### src/rtl/cpu_pkg.sv
// rtl/cpu_pkg.sv - shared CPU types and constants used by the divider sequencer
package cpu_pkg;

  typedef enum logic [1:0] {
    DIV_FREE,
    DIV_BYZERO,
    DIV_ON,
    DIV_END
  } div_state_t;

  localparam logic DIV_RESULT_READY     = 1'b1;
  localparam logic DIV_RESULT_NOT_READY = 1'b0;
  localparam logic DIV_START            = 1'b1;
  localparam logic DIV_STOP             = 1'b0;

  // Two's-complement magnitude when neg is set, otherwise the value unchanged.
  function automatic logic [31:0] cond_negate32(input logic neg, input logic [31:0] val);
    return neg ? (~val + 32'd1) : val;
  endfunction

endpackage

### src/rtl/div_step.sv
// rtl/div_step.sv - one restoring shift-subtract iteration of the divider
module div_step #(
  parameter int WIDTH = 32
) (
  input  logic [WIDTH-1:0] rem_i,
  input  logic             bit_i,
  input  logic [WIDTH-1:0] divisor_i,
  output logic [WIDTH-1:0] rem_o,
  output logic             q_o
);

  logic [WIDTH:0]   trial;
  logic [WIDTH-1:0] diff;

  // The trial remainder needs one extra bit: it can exceed the divisor by up to 2x.
  assign trial = {rem_i, bit_i};
  assign q_o   = (trial >= {1'b0, divisor_i});
  assign diff  = trial[WIDTH-1:0] - divisor_i;
  assign rem_o = q_o ? diff : trial[WIDTH-1:0];

endmodule

### src/rtl/div_seq.sv
// rtl/div_seq.sv - multi-cycle iterative DIV/DIVU sequencer for the EX stage
module div_seq
  import cpu_pkg::*;
#(
  parameter int WIDTH = 32
) (
  input  logic               clk,
  input  logic               rst,
  input  logic               signed_div_i,
  input  logic [WIDTH-1:0]   opdata1_i,
  input  logic [WIDTH-1:0]   opdata2_i,
  input  logic               start_i,
  input  logic               annul_i,
  output logic [2*WIDTH-1:0] result_o,
  output logic               ready_o
);

  localparam int CNT_W = (WIDTH > 1) ? $clog2(WIDTH) : 1;
  localparam logic [CNT_W-1:0] CNT_LAST = CNT_W'(WIDTH - 1);

  div_state_t       state, next_state;
  logic [CNT_W-1:0] cnt;
  logic [WIDTH-1:0] rem_q;
  logic [WIDTH-1:0] dvd_q;
  logic [WIDTH-1:0] dvs_q;
  logic             neg_quot_q;
  logic             neg_rem_q;

  logic             op1_neg, op2_neg;
  logic [WIDTH-1:0] op1_abs, op2_abs;
  logic [WIDTH-1:0] rem_nxt;
  logic             q_bit;
  logic [WIDTH-1:0] quot_raw;
  logic [WIDTH-1:0] quot_fin, rem_fin;

  logic accept, step_en, finish, hold_result;

  assign op1_neg = signed_div_i & opdata1_i[WIDTH-1];
  assign op2_neg = signed_div_i & opdata2_i[WIDTH-1];
  assign op1_abs = op1_neg ? (~opdata1_i + 1'b1) : opdata1_i;
  assign op2_abs = op2_neg ? (~opdata2_i + 1'b1) : opdata2_i;

  div_step #(.WIDTH(WIDTH)) u_step (
    .rem_i     (rem_q),
    .bit_i     (dvd_q[WIDTH-1]),
    .divisor_i (dvs_q),
    .rem_o     (rem_nxt),
    .q_o       (q_bit)
  );

  // INT_MIN / -1 falls out naturally: magnitude 2^(W-1) with no negation wraps to INT_MIN.
  assign quot_raw = {dvd_q[WIDTH-2:0], q_bit};
  assign quot_fin = neg_quot_q ? (~quot_raw + 1'b1) : quot_raw;
  assign rem_fin  = neg_rem_q  ? (~rem_nxt + 1'b1)  : rem_nxt;

  always_ff @(posedge clk or posedge rst) begin
    if (rst) begin
      state <= DIV_FREE;
    end else begin
      state <= next_state;
    end
  end

  always_comb begin
    next_state = state;
    case (state)
      DIV_FREE: begin
        if (start_i == DIV_START && !annul_i) begin
          next_state = (opdata2_i == '0) ? DIV_BYZERO : DIV_ON;
        end
      end
      DIV_BYZERO: begin
        next_state = annul_i ? DIV_FREE : DIV_END;
      end
      DIV_ON: begin
        if (annul_i) begin
          next_state = DIV_FREE;
        end else if (cnt == CNT_LAST) begin
          next_state = DIV_END;
        end
      end
      DIV_END: begin
        if (annul_i || start_i == DIV_STOP) begin
          next_state = DIV_FREE;
        end
      end
      default: next_state = DIV_FREE;
    endcase
  end

  always_comb begin
    accept      = 1'b0;
    step_en     = 1'b0;
    finish      = 1'b0;
    hold_result = 1'b0;
    case (state)
      DIV_FREE: accept      = (next_state == DIV_ON);
      DIV_ON: begin
        step_en = (next_state != DIV_FREE);
        finish  = (next_state == DIV_END);
      end
      DIV_END:  hold_result = (next_state == DIV_END);
      default:  ;
    endcase
  end

  always_ff @(posedge clk or posedge rst) begin
    if (rst) begin
      cnt        <= '0;
      rem_q      <= '0;
      dvd_q      <= '0;
      dvs_q      <= '0;
      neg_quot_q <= 1'b0;
      neg_rem_q  <= 1'b0;
    end else if (accept) begin
      cnt        <= '0;
      rem_q      <= '0;
      dvd_q      <= op1_abs;
      dvs_q      <= op2_abs;
      neg_quot_q <= op1_neg ^ op2_neg;
      neg_rem_q  <= op1_neg;
    end else if (step_en) begin
      cnt   <= cnt + 1'b1;
      rem_q <= rem_nxt;
      dvd_q <= quot_raw;
    end
  end

  always_ff @(posedge clk or posedge rst) begin
    if (rst) begin
      ready_o  <= DIV_RESULT_NOT_READY;
      result_o <= '0;
    end else begin
      ready_o <= (next_state == DIV_END) ? DIV_RESULT_READY : DIV_RESULT_NOT_READY;
      if (finish) begin
        result_o <= {rem_fin, quot_fin};
      end else if (!hold_result) begin
        result_o <= '0;
      end
    end
  end

endmodule

### config.mk
export PLATFORM = sky130hd
export DESIGN_NAME = div_seq
export DESIGN_NICKNAME = d
export VERILOG_FILES = /design/src/rtl/cpu_pkg.sv /design/src/rtl/div_step.sv /design/src/rtl/div_seq.sv
export SDC_FILE = /design/constraint.sdc
export NUM_CORES = 1
export LEC_CHECK = 0
export CAP_MARGIN = 20
export CORE_MARGIN = 2
export CORE_UTILIZATION = 54
export CTS_BUF_LIST = sky130_fd_sc_hd__clkbuf_8
export DETAILED_ROUTE_END_ITERATION = 10
export HOLD_SLACK_MARGIN = 0.12
export PLACE_DENSITY = 0.8
export SETUP_SLACK_MARGIN = 0.02
export SYNTH_ARGS = -nofsm -noshare
export SYNTH_HDL_FRONTEND = slang
export SYNTH_SLANG_ARGS = --single-unit
### constraint.sdc
create_clock -name clk -period 5.87 [get_ports clk]
set_input_delay 1.174 -clock clk [delete_from_list [all_inputs] [get_ports clk]]
set_output_delay 1.174 -clock clk [all_outputs]
set_load 0.02 [all_outputs]
Yosys cells after proc, flatten, opt, wreduce, memory -nomap -nowiden
Index checks and enable logic that the tools add are counted.
{"block": "classes", "n_addsub": 6, "mul": 0, "div_mod_pow": 0, "order_cmp": 1, "eq_ne": 7, "shifts": 0, "mux": 25, "bitwise": 8, "reduce_logical": 7}
{"cell": "32-bit two-way mux", "count": 9}
{"cell": "32-bit by 1-bit adder with 32-bit output, second input constant", "count": 4}
{"cell": "64-bit two-way mux", "count": 2}
{"cell": "32-bit NOT", "count": 4}
{"cell": "33-bit by 32-bit >= comparator with 1-bit output", "count": 1}
{"cell": "32-bit logical NOT", "count": 1}
{"cell": "32-bit subtractor", "count": 1}
{"cell": "2-bit two-way mux", "count": 6}
{"cell": "5-bit two-way mux", "count": 2}
{"cell": "2-bit equality test, second input constant", "count": 4}
{"cell": "2-bit case mux with 4 select lines", "count": 1}
{"cell": "5-bit by 1-bit adder with 5-bit output, second input constant", "count": 1}
{"cell": "5-bit equality test, second input constant", "count": 1}
{"cell": "1-bit two-way mux", "count": 5}
{"cell": "2-bit nonzero test", "count": 2}
{"cell": "1-bit bitwise AND", "count": 2}
{"cell": "2-bit by 1-bit equality test with 1-bit output, second input constant", "count": 1}
{"cell": "2-bit logical NOT", "count": 1}
{"cell": "2-bit inequality test, second input constant", "count": 1}
{"cell": "1-bit logical AND", "count": 1}
{"cell": "1-bit logical NOT", "count": 1}
{"cell": "1-bit logical OR", "count": 1}
{"cell": "1-bit NOT", "count": 1}
{"cell": "1-bit bitwise XOR", "count": 1}
{"block": "word_totals", "regBits": 170, "latch_bits": 0, "mem_bits_rw": 0, "rom_bits": 0, "in_bits": 69, "output_inout_bits": 65, "wordCells": 63, "mem_count": 0}

Depth between registers and ports, before layout
{"block": "logic_depth", "depth_word": 8, "mapped_depth": 23, "ltp_nobuf": 18}

Modules after synthesis
A second synthesis with hierarchy kept.
{"block": "hier_totals", "cells_unflattened": 1388, "area_unflattened_um2": 11700.0}
{"module": "div_seq", "instances": 1, "cells_each": 1065, "area_per_inst_um2": 9369.0, "seq_area_each_um2": 4254.1}
{"module": "div_step", "instances": 1, "cells_each": 323, "area_per_inst_um2": 2331.0, "seq_area_each_um2": 0.0}

Worst setup path before layout
No wires, ideal clock.
{"block": "synth_path", "kind": "reg-to-reg", "start": "register rem_q[23]", "end": "register result_o[30]", "setup_time_ps": 129, "arrival_time_ps": 4557, "required_ps": 5741, "setup_slack_ps": 1184, "path_stages_with_launch": 21, "n_path_buf": 3, "synth_period_minus_slack_ps": 4686, "cell_sequence": "dfrtp_1 ha_1 buf_6 a211o_1 a21oi_1 a211oi_1 nor4_2 nand2_2 inv_2 buf_2 buf_1 ha_1 nand2b_1 or3_1 nand2b_1 nand2b_1 or3_1 o41ai_1 nand2_1 xnor2_1 o21ai_1"}
{"block": "synth_via", "elab_chain_len": 5}
{"item": "start: declaration", "line_no": "div_seq.sv:23", "text": "logic [WIDTH-1:0] rem_q;"}
{"item": "start signal: assignment", "line_no": "div_seq.sv:124", "text": "rem_q <= rem_nxt;"}
{"item": "33-bit by 32-bit >= comparator with 1-bit output", "line_no": "div_step.sv:17", "text": "assign q_o = (trial >= {1'b0, divisor_i});"}
{"item": "32-bit NOT", "line_no": "div_seq.sv:53", "text": "assign quot_fin = neg_quot_q ? (~quot_raw + 1'b1) : quot_raw;"}
{"item": "32-bit by 1-bit adder with 32-bit output", "line_no": "div_seq.sv:53"}
{"item": "32-bit two-way mux", "line_no": "div_seq.sv:53"}
{"item": "64-bit two-way mux", "line_no": "div_seq.sv:135", "text": "if (finish) begin"}
{"item": "end signal: assignment", "line_no": "div_seq.sv:136", "text": "result_o <= {rem_fin, quot_fin};"}
{"item": "end: declaration", "line_no": "div_seq.sv:14", "text": "output logic [2*WIDTH-1:0] result_o,"}
Every way passes these cells.
A chain may end at the register's enable or synchronous reset.

Final worst setup path
{"block": "layout_path", "start": "register rem_q[27]", "end": "register result_o[30]"}
Same word-level chain as after synthesis.

==> impl_summary.txt <==
----------------------------------------------------
[Run status]
  Status ... finished, final reports clean

[Layout]
  Antenna cells ... 0
  # nets final ... 1622
  Syn-to-layout area delta ... 15.1%
  Final Core Density ... 63.4%
  Ratio of cells with drive above 1 in the final layout ... 6.29%

[Worst setup path]
  Critical path class ... reg -> reg
  R2r setup slk ... 860 ps
  WP data arrival ... 5360 ps
  Largest fanout on the critical path ... 7
  Category of the worst setup path capture point ... flip-flop
  Endpoint required time on the critical path ... 6220 ps
  Kind of launch point of the worst setup path ... flip-flop
  Start of the worst register-to-register path ... rem_q[27]
  Launch point of the critical path ... rem_q[27]
  Worst reg2reg path endpoint ... result_o[30]
  Worst setup endpoint ... result_o[30]
  Cell count of the worst reg-to-reg path ... 17

[Power and ir drop]
  Power density relative to cell area ... 242 nW/um^2
  Leakage power ... 5.79 nW
  Worst VDD drop ... 0.135 mV

[Logic synthesis]
  Number of enable-type register cells in the synthesized netlist ... 0
  Cell variety after synth ... 88
  Synthesized-area fraction occupied by xor and xnor cells ... 10.1%
  Combinational family with the most area after synthesis ... compound AO/OA/AOI/OAI gates
  Nets in the synthesized netlist ... 1539
  Main area contributors after synthesis ... dfrtp_1 (35%), o21ai_0 (6.5%), nand2_1 (5.8%), xnor2_1 (5.4%), xor2_1 (4.7%)
  Cell taking the most area after synthesis ... dfrtp_1
  Synthesized-area fraction occupied by and/or/nand/nor cells ... 20.5%
  Flip-flop cell with the highest count after synthesis ... dfrtp_1
  Mean instance size in the synthesized netlist ... 8.43 sq um
  Sequential fraction of the synthesis area ... 35.3%
  Multiplexer share of the synthesized area ... 1.96%
  Commonest cells in the netlist ... nand2_1 (187), dfrtp_1 (170), o21ai_0 (156)
  Post-synthesis instance area ... 12100 sq um
  Post-synthesis instance total ... 1431
  Yosys reg bits ... 170
  Share of flip-flops with an asynchronous set or reset ... 100%
  Share of Yosys cell area claimed by the top area cell type ... 35.3%
  Total number of yosys warnings ... 0
  Share of the synthesized area in compound gates (AO/OA/AOI/OAI) ... 22.9%
  Most frequent cell after synthesis ... nand2_1
  Adder-cell share of the synthesized area ... 4.11%

[STA]
  Worst-Margin Slew ... 1090 ps
  Final-report setup violation count ... 0
  Maximum achievable frequency ... 200 MHz
  Max transition margin ... 27.6%
  Worst clock skew ... 12.6 ps
  Setup repair after global routing missed its margin ... false
  Min Tclk post-route ... 5010 ps
  Period utilization ... 85.3%
  TNS Setup ... 0 ps
  Number of hold violations in the final report ... 0
  Count of pins over their slew limit ... 0

[Global routing]
  Global routing usage on met2 ... 40.7%
  Met1 Use GR ... 42.6%
  Grt total ovfl ... 0
  Total GRT Usage ... 27.5%
  Global-route wire length before repair ... 53.1 mm
  Global-route layer with the greatest usage ... met1
  Met3 usage in global routing ... 3.83%
  Number of global-route vias before repair ... 10100
  Antenna violations before repair ... 0
  Largest net degree at the start of global routing ... 112

[Clock network]
  CTS tree ... built
  Hold bufs inserted after CTS ... 0
  Latest clock arrival within the worst-skew pair ... 470 ps
  Postcts setup bufs ... 0
  CTS clk-pin slew, worst paths ... 100 ps
  H-Tree Level Count ... 4
  Number of buffers created by CTS ... 17
  Clock Path Buffers ... 2
  Clock tree root driver cell ... clkbuf_8
  TritonCTS Sinks ... 170
  Cells resized by post-CTS repair ... 0

[Routing]
  Post-route ant nets ... 0
  Average wire per cell in the routed design ... 17.9 um
  DRC violations left ... 0
  Count of TritonRoute iterations in the first routing pass ... 5
  Total length of routed wires ... 32.4 mm
  Vias/cell ... 6.14
  Violation count after the first detailed-routing iteration ... 808
  Total via count after detailed routing ... 11100

[Placement]
  # port buffers ... 133
  Placer Congestion ... 0.950
  HPWL after DPL ... 24.0 mm

[Floorplanning]
  Site row count ... 54
  Placeable core area ... 21900 sq um
  Initial standard-cell utilization of the core ... 55.1%
  Die span in y ... 153 um
  Number of primary I/O pins ... 134
  Chip width ... 153 um
  Die outline area ... 23500 sq um

[Flow run]
  # Max-Cap Violations ... 0

[Worst hold path]
  Hold Crit Class ... reg -> reg
  Hold path start ... result_o[48]

----------------------------------------------------
critical path, cell delays in order (launching register included):
cell	delay, ps
dfrtp_1	470
ha_1	400
a21oi_1	270
o21a_1	190
o21ai_1	110
nor4_2	560
nand2_2	270
inv_2	120
ha_1	160
nand2b_1	90
or3_1	410
nand2b_1	210
nand2b_1	270
or3_1	440
o41ai_1	530
nand2_1	130
xnor2_1	180
o21ai_1	70
sequential cells by signal, summed over array words and instances, names as in the netlist:
register	flops
neg_rem_q	1
neg_quot_q	1
cnt	5
dvd_q	32
ready_o	1
state	2
result_o	64
dvs_q	32
rem_q	32
per-layer routing:
metal	routed length (um)	part of all wire, %
met3	2260	7.0
met1	15600	48
met5	0	0
met4	507	1.6
met2	14100	43
layout by cell type, fill, tap and decap left out, drive strengths merged, types with 7 or more instances in the layout:
cell and n:
a31oi 7, xnor2 74, inv 62, nor4 24, o31ai 20, mux2i 21
nand3 50, xor2 65, a21oi 82, o21a 9, nand4 10, nor3 31
and2 11, clkdlybuf4s50 133, nand2 190, a211o 8, clkbuf 17, buf 10
a221o 30, a21o 11, a211oi 8, dfrtp 170, or4 15, and3 10
o21ai 201, and4 7, ha 38, or3 17, o41ai 14, o211ai 8
nor2 94, nand2b 14
how the worst min path moves through the flow:
stage | slack [ps] | depth (start not counted) | end
3_3_place_gp | 460 | 2 | result_o[54]
6_report | 480 | 2 | result_o[48]
3_5_place_dp | 470 | 2 | result_o[46]
2_1_floorplan | 450 | 2 | dvs_q[7]
4_1_cts | 490 | 2 | result_o[46]
5_1_grt | 500 | 2 | result_o[0]
where the power goes:
part	switching (mW)	internal (mW)	leakage [nW]	total, mW
clock network	0.504	0.397	0.211	0.901
registers	0.126	1.27	2.27	1.40
logic	0.638	0.430	3.31	1.07
cell type report:
class,instances,area (sq um)
clock buffers,17,234
clock inverters,15,185
fillers,1921,8010
inverters,55,211
multi-input cells,1127,7190
flip-flops and latches,170,4250
well taps,280,350
repair buffers,143,1450
cell families (layout without fill, tap and decap cells):
kind of cell | Yosys count | after routing
AND/OR/NAND/NOR | 493 | 493
AO/OA/AOI/OAI | 433 | 433
flip-flops | 170 | 170
XOR/XNOR | 139 | 139
buffers and inverters | 134 | 230
adder cells (fa/ha/maj) | 39 | 39
multiplexers | 23 | 23
stage by stage:
stage,setup WS (ps),total power [mW],hold WS (ps),instance area [sq um],cells
finish,861,3.37,484,13900,1807
global route,593,3.55,502,13900,1807
CTS,861,3.36,492,13800,1805
detailed placement,879,2.46,470,13400,1773
global placement,929,2.43,462,13400,1773
floorplan,92.6,2.17,450,12100,1431
Power figures use the tool's default switching activity.
